File: config.mk
export PLATFORM = sky130hd
export DESIGN_NAME = sar_adc_ctrl
export DESIGN_NICKNAME = d
export VERILOG_FILES = /design/src/rtl/sar_adc_ctrl.sv
export SDC_FILE = /design/constraint.sdc
export NUM_CORES = 1
export LEC_CHECK = 0
export ABC_AREA = 1
export BUFFER_PORTS_ARGS = -buffer_cell sky130_fd_sc_hd__buf_4
export CAP_MARGIN = 15
export CORE_MARGIN = 4
export CORE_UTILIZATION = 50
export DETAILED_ROUTE_END_ITERATION = 10
export GPL_TIMING_DRIVEN = 0
export PLACE_DENSITY_LB_ADDON = 0.3
export SETUP_SLACK_MARGIN = 0.1
export SLEW_MARGIN = 15
export SYNTH_ARGS = -nofsm -noshare
export SYNTH_HDL_FRONTEND = slang
export SYNTH_SLANG_ARGS = --single-unit
export TNS_END_PERCENT = 10
File: constraint.sdc
create_clock -name clock -period 1.4 [get_ports clock]
set_input_delay 0.14 -clock clock [delete_from_list [all_inputs] [get_ports clock]]
set_output_delay 0.14 -clock clock [all_outputs]
set_load 0.01 [all_outputs]
File: src/rtl/sar_adc_ctrl.sv
// sar_adc_ctrl: 8-bit successive-approximation converter controller.
// Answers soc with an eoc/x handshake, driving an external DAC and
// sampling an external comparator one bit at a time, MSB first.
module sar_adc_ctrl #(
  parameter int SETTLE = 2  // cycles from DAC update to comparator sample, 1..15
) (
  input  logic       clock,
  input  logic       reset_,
  input  logic       soc,
  output logic       eoc,
  output logic [7:0] x,
  output logic [7:0] dac,
  input  logic       cmp
);

  typedef enum logic [1:0] {IDLE, CONV, FINISH} state_t;

  localparam logic [3:0] SMAX = 4'(SETTLE - 1);

  state_t     state, state_n;
  logic [3:0] cnt, cnt_n;
  logic [2:0] bi, bi_n;
  logic       eoc_n;
  logic [7:0] x_n, dac_n;

  // State and all outputs are registered; the comb block only computes next values.
  always_ff @(posedge clock or negedge reset_) begin
    if (!reset_) begin
      state <= IDLE;
      cnt   <= '0;
      bi    <= '0;
      eoc   <= 1'b1;
      x     <= '0;
      dac   <= '0;
    end else begin
      state <= state_n;
      cnt   <= cnt_n;
      bi    <= bi_n;
      eoc   <= eoc_n;
      x     <= x_n;
      dac   <= dac_n;
    end
  end

  // Next-state: handshake in IDLE/FINISH, one bit decision every SETTLE cycles in CONV.
  always_comb begin
    state_n = state;
    cnt_n   = cnt;
    bi_n    = bi;
    eoc_n   = eoc;
    x_n     = x;
    dac_n   = dac;
    case (state)
      IDLE: begin
        if (soc) begin
          eoc_n   = 1'b0;
          dac_n   = 8'h80;
          bi_n    = 3'd7;
          cnt_n   = '0;
          state_n = CONV;
        end
      end
      CONV: begin
        if (cnt == SMAX) begin
          cnt_n = '0;
          // Bit-wise trial update only: no carries, so 00/FF saturate naturally.
          if (!cmp) dac_n[bi] = 1'b0;
          if (bi != 3'd0) begin
            dac_n[bi - 3'd1] = 1'b1;
            bi_n             = bi - 3'd1;
          end else begin
            x_n     = dac_n;
            state_n = FINISH;
          end
        end else begin
          cnt_n = cnt + 4'd1;
        end
      end
      FINISH: begin
        // Hold eoc low until the consumer releases soc.
        if (!soc) begin
          eoc_n   = 1'b1;
          state_n = IDLE;
        end
      end
      default: state_n = IDLE;
    endcase
  end

endmodule
==> run_results.csv, run 1 <==
group,metric,value,unit
critical_path,crit_slowest_cell,"dfrtp_2",
timing,setup-violations-final,0,
global_routing,grt_util_met1,25.8,%
route,wirelength,3330,um
route,total_vias_in_the_final_route,1257,
route,remaining_drc_errors,0,
global_routing,first_global_vias,1224,
global_routing,grt_max_degree,27,
clock_network,clock_insertion_delay_worst_skew,0.33,ns
route,route.detailed.vias_per_inst,5.39,
final_layout,n_antenna_cell,0,
logic_synthesis,netlist_area_pre_place,1400,um2
timing,highest_clock_frequency_the_design_can_meet,0.725,GHz
global_routing,grt_util_met3,2.55,%
clock_network,ctsHtreeMaxLevel,1,
global_routing,antenna_found_initial,0,
final_layout,nets,212,
logic_synthesis,synthesis.nets,176,
critical_path,reg2reg_depth,8,
route,wl_per_cell,14.3,um
critical_path,start_kind,"flip-flop",
power_and_ir_drop,power_density_relative_to_cell_area,2520,nW/um2
floorplanning,die_w,60.9,um
clock_network,path_clk_slew,0.14,ns
final_layout,final_common_cell,"nand2_1",
floorplanning,floorplan.initialDensity,54.4,%
floorplanning,placeableCoreArea,2570,um2
clock_network,cts_tree,"done",
final_layout,mostFrequentLayoutCells,"nand2_1, buf_4, dfrtp_1",
clock_network,cts_bufs_inserted,3,
final_layout,layout-drive-gt1-share,37.9,%
min_path,worstHoldPathCells,3,
route,drt_first_pass_iters,4,
power_and_ir_drop,vdd_ir_drop_max,0.00141,V
logic_synthesis,synth_cell_types,26,
critical_path,worst_path_largest_cell_delay,0.46,ns
critical_path,worstPathArrival,1.62,ns
global_routing,gr-total-overflow,0,
clock_network,cts.sinks,26,
power_and_ir_drop,fin_total_pwr,4650,uW
logic_synthesis,synth_seq_area_share,46.6,%
timing,finClkSkew,0.00344,ns
min_path,hold_class,"in -> reg",
global_routing,grt_util_all_layers,19.8,%
critical_path,worst_ep_required_time,1.64,ns
critical_path,worstPathCellList,"inv_4, ha_4, inv_2, nor2_4, nand4_4, buf_12, nand2_1, o21ai_2",
global_routing,gr-max-usage-layer,"met2",
final_layout,fillerInstances,189,
critical_path,timing.critical_path.depth,8,
floorplanning,placementRows,18,
route,number_of_nets_with_antenna_violations_after_routing,0,
critical_path,path_buf_inv,3,
place,place.gp.congestion,0.829,
timing,fin_crit_sh,98.5,%
timing,max_slew_violation_count,0,
critical_path,timing.critical_path.fanout_max,6,
final_layout,utilization,71.8,%
route,drt-initial-drc-count,59,
timing,timing.hold.ws,0.0527,ns
floorplanning,die_h,60.9,um
clock_network,clk_root_buffer_cell,"clkbuf_4",
critical_path,capturing_element_type_of_the_critical_path,"flip-flop",
logic_synthesis,synth.avg_cell_area,8.32,um2
logic_synthesis,netlist_instances,168,
run_status,outcome,"finished clean",
critical_path,critPathTopFamily,"flip-flops",
critical_path,path_class,"reg -> reg",
place,place.port_buffers,20,
run,maxCapViolations,0,
global_routing,use_met2,33.4,%
clock_network,clk_path_buf_depth,2,
timing,final.min_clock_period,1.38,ns
timing,tightestPinTransition,0.330,ns
final_layout,layout-area-overhead-vs-synth,32.0,%
logic_synthesis,synthesis.yosys.warnings,0,
logic_synthesis,postSynthRegisterBits,26,
floorplanning,floorplan.die_area,3710,um2
timing,rsz0062_at_grt,"yes",
timing,slew_headroom,78.0,%
timing,finalHoldViolCount,0,
global_routing,grt_pass1_wl,5420,um
place,dp_hpwl,2190,um
power_and_ir_drop,p_leak,0.000931,uW
floorplanning,ports_placed_on_the_boundary,21,
[worst paths after layout]
check | startpoint | end | slack, ns
setup / recovery | bi[0] | x[1] | 0.02
hold reg to reg | x[2] | x[2] | 0.51
hold / removal | soc | eoc | 0.05
min in group asynchronous | reset_ | x[7] | 0.23
max in group asynchronous | reset_ | eoc | 0.87
setup reg to reg | bi[0] | x[1] | 0.02
[final cells by class]
class                           count  area, um2  share of cell area (%)
Multi-Input combinational cell    126        758                    41.1
Sequential cell                    26        653                    35.4
Timing Repair Buffer               31        278                    15.1
Inverter                           14       55.1                    2.99
Tap cell                           30       37.5                    2.04
Clock buffer                        4       36.3                    1.97
Buffer                              2       26.3                    1.42
[cell usage after synthesis]
cell type / count / area [um2]
nand3b_1: 1 / 7.51
a21oi_1: 3 / 15.0
nand2_1: 63 / 236
nand3_1: 12 / 60.1
o21ai_2: 8 / 70.1
nand2_2: 3 / 18.8
inv_2: 3 / 11.3
ha_1: 4 / 50.1
o211ai_1: 1 / 7.51
inv_1: 11 / 41.3
dfrtp_1: 25 / 626
o21a_1: 1 / 7.51
nor2_4: 1 / 11.3
a21oi_2: 1 / 8.76
nand4_4: 1 / 21.3
nor2_2: 2 / 12.5
dfstp_2: 1 / 26.3
o21ai_0: 8 / 40.0
nor2_1: 7 / 26.3
nor3_1: 1 / 5.00
nand4_1: 2 / 12.5
nor2_8: 1 / 20.0
o31ai_1: 1 / 7.51
o21ai_1: 3 / 15.0
xor2_1: 2 / 17.5
buf_6: 2 / 22.5
[cells by family (layout without fill, tap and decap cells)]
family                     after synthesis  count (layout)  share of synthesized area, %
adders and majority gates                4               4                          3.58
xor gates and xnor gates                 2               2                          1.25
DFF                                     26              26                          46.6
AOI/OAI and AO/OA                       26              26                          12.3
and+or+nand+nor                         94              94                          30.9
buffers and inverters                   16              51                          5.37
[where the power goes]
group / leakage [uW] / internal, uW / switching [uW]
Combinational: 0.000589 / 1220 / 1680
Sequential: 0.000321 / 1080 / 275
Clock: 0.0000210 / 159 / 226
Total: 0.000931 / 2460 / 2180
[worst register-to-register path, cell delays in order (launching register included)]
cell     delay (ns)
dfrtp_2        0.46
inv_4          0.09
ha_4           0.14
inv_2          0.04
nor2_4         0.11
nand4_4        0.15
buf_12         0.18
nand2_1        0.08
o21ai_2        0.05
[state kept, by name, summed over array words and instances, names as in the netlist]
register  flops
x             8
cnt           4
state         2
bi            3
eoc           1
dac           8
[through the flow]
step | cell area [um2] | instances | TNS [ns] | setup slack [ns]
floorplan | 1420 | 168 | 0 | 0.0553
detailed placement | 1610 | 218 | -0.353 | -0.0865
finish | 1840 | 233 | 0 | 0.0207
global placement | 1610 | 218 | -0.0743 | -0.0634
global route | 1840 | 233 | -0.446 | -0.0848
CTS | 1760 | 230 | 0 | 0.0208
[what timing repair did]
item	CTS	global route
hold endpoints to repair	26	0
setup buffers	6	3
setup endpoints to repair	20	22
gates resized for setup	13	15
cloned	1	0
pin swaps	3	1
hold buffers	1	0
[routing by layer]
metal / up-vias / share of wire (%)
li1: 616 / -
met1: 594 / 43
met4: 0 / 2.1
met3: 7 / 6.2
met2: 40 / 49
met5: - / 0
Power figures use the tool's default switching activity.
==> run 2, diff against run 1 <==
--- a/config.mk
+++ b/config.mk
@@ -9,7 +9,7 @@
 export BUFFER_PORTS_ARGS = -buffer_cell sky130_fd_sc_hd__buf_4
 export CAP_MARGIN = 15
 export CORE_MARGIN = 4
-export CORE_UTILIZATION = 50
+export CORE_UTILIZATION = 40
 export DETAILED_ROUTE_END_ITERATION = 10
 export GPL_TIMING_DRIVEN = 0
 export PLACE_DENSITY_LB_ADDON = 0.3
==> run_results.csv, run 2 (synthesis results as in run 1) <==
group,metric,value,unit
clock_network,clk_root_buffer_cell,"clkbuf_4",
power_and_ir_drop,fin_total_pwr,4630,uW
route,remaining_drc_errors,0,
global_routing,grt_max_degree,27,
critical_path,critPathTopFamily,"flip-flops",
timing,max_slew_violation_count,0,
timing,highest_clock_frequency_the_design_can_meet,0.728,GHz
critical_path,timing.critical_path.fanout_max,10,
floorplanning,ports_placed_on_the_boundary,21,
timing,tightestPinTransition,0.330,ns
critical_path,path_buf_inv,3,
min_path,worst_hold_startpoint,"soc",
critical_path,crit_slowest_cell,"dfrtp_2",
place,placed_cells,234,
final_layout,fillerInstances,350,
timing,slew_headroom,78.0,%
route,drt_first_pass_iters,4,
global_routing,grt_util_all_layers,15.9,%
critical_path,worst_path_largest_cell_delay,0.47,ns
timing,setup-violations-final,0,
route,wirelength,3210,um
clock_network,clk_path_buf_depth,2,
timing,finalSetupTns,0,ns
timing,finClkSkew,0.00536,ns
clock_network,path_clk_slew,0.14,ns
critical_path,worst_ep_required_time,1.63,ns
critical_path,worstPathCellList,"inv_4, ha_4, inv_2, nor2_4, nand4_4, buf_6, nand2_2, o21ai_2",
global_routing,grt_pass1_wl,5330,um
floorplanning,die_w,67.1,um
power_and_ir_drop,p_leak,0.000907,uW
final_layout,mostFrequentLayoutCells,"nand2_1, buf_4, dfrtp_1",
clock_network,ctsHtreeMaxLevel,1,
floorplanning,placementRows,21,
global_routing,first_global_vias,1175,
timing,fin_crit_sh,98.2,%
timing,finalHoldViolCount,0,
run,maxCapViolations,0,
final_layout,layout-area-overhead-vs-synth,30.5,%
global_routing,gr-total-overflow,0,
clock_network,cts.sinks,26,
clock_network,cts_tree,"done",
floorplanning,floorplan.die_area,4500,um2
route,number_of_nets_with_antenna_violations_after_routing,0,
critical_path,start_kind,"flip-flop",
power_and_ir_drop,vdd_ir_drop_max,0.00180,V
min_path,worstHoldPathCells,3,
final_layout,layout-drive-gt1-share,36.8,%
route,route.detailed.vias_per_inst,4.92,
min_path,hold_class,"in -> reg",
final_layout,n_antenna_cell,0,
floorplanning,die_h,67.1,um
floorplanning,placeableCoreArea,3360,um2
floorplanning,floorplan.initialDensity,41.6,%
critical_path,worstPathArrival,1.61,ns
min_path,hold_end,"eoc",
timing,rsz0062_at_grt,"yes",
place,place.port_buffers,20,
critical_path,crit-reg2reg-launch,"bi[0]",
critical_path,worst_reg2reg_endpoint,"x[5]",
global_routing,antenna_found_initial,0,
critical_path,setup.reg_to_reg.worst_slack,0.03,ns
place,dp_hpwl,2250,um
final_layout,utilization,54.2,%
route,wl_per_cell,13.0,um
final_layout,biggestRegsByFlops,"dac: 8 flops, x: 8 flops, cnt: 4 flops",
clock_network,clock_insertion_delay_worst_skew,0.33,ns
route,drt-initial-drc-count,48,
power_and_ir_drop,power_density_relative_to_cell_area,2540,nW/um2
critical_path,path_class,"reg -> reg",
place,place.gp.congestion,0.824,
clock_network,cts_bufs_inserted,3,
final_layout,final_cells,247,
timing,final.min_clock_period,1.37,ns
final_layout,final_common_cell,"nand2_1",
final_layout,nets,210,
critical_path,capturing_element_type_of_the_critical_path,"flip-flop",
critical_path,reg2reg_depth,8,
route,total_vias_in_the_final_route,1216,
run_status,outcome,"finished clean",
==> run 2: cell count changes in the layout (fill, tap and decap cells not counted), moves of 2 or more <==
cell / delta
nand2_1: +3
buf_12: -2
dfrtp_1: -2
dfrtp_2: +2
nand2_2: -2
buf_6: +2
==> run 2: where the power goes <==
part	internal (uW)	switching, uW
registers	1090	303
logic	1130	1600
clock network	290	227
total	2510	2130
==> run 2: worst max path at each step <==
stage,start,end,slack [ns],cells after the start
floorplan,bi[0],x[5],0.06,8
global placement,bi[0],x[5],-0.08,8
detailed placement,bi[0],x[5],-0.10,8
CTS,bi[0],x[5],-0.009,8
global route,bi[0],x[5],-0.03,8
finish,bi[0],x[5],0.03,8
==> run 2: cell type report <==
class / count / area [um2] / area share [%]
multi-input cells: 126 / 754 / 41.4
flip-flops and latches: 26 / 656 / 35.9
repair buffers: 29 / 224 / 12.3
inverters: 14 / 57.6 / 3.16
well taps: 46 / 57.6 / 3.16
clock inverters: 1 / 30.0 / 1.65
clock buffers: 3 / 22.5 / 1.23
plain buffers: 2 / 22.5 / 1.23
==> run 2: worst register-to-register path: cells and delay by family, from the launching register on <==
family	cells	cell delay [ns]
flops	1	0.47
compound gates	1	0.04
buf+inv	3	0.32
simple gates	3	0.30
fa+ha+maj	1	0.14
==> run 2: what timing repair did <==
action	in CTS	in global routing
endpoints found under the setup margin	20	23
endpoints found under the hold margin	26	0
hold buffers	1	0
gates resized for setup	10	16
pin swaps	2	2
setup buffers	5	3
==> run 2: metal layers <==
metal	track usage [%]	part of all wire [%]	vias to the layer above
met3	3.54	5.3	2
met2	27.1	50	22
met5	0	0	-
met1	19.9	44	577
li1	-	-	615
met4	4.56	0.65	0
==> run 2: stage by stage <==
stage	setup slack, ns	hold slack, ns	cell area (um2)
2_1_floorplan	0.0553	-0.156	1420
4_1_cts	-0.00867	0.0534	1760
3_3_place_gp	-0.0779	0.0621	1630
3_5_place_dp	-0.104	0.0673	1630
5_1_grt	-0.0338	0.0401	1820
6_report	0.0257	0.0633	1820
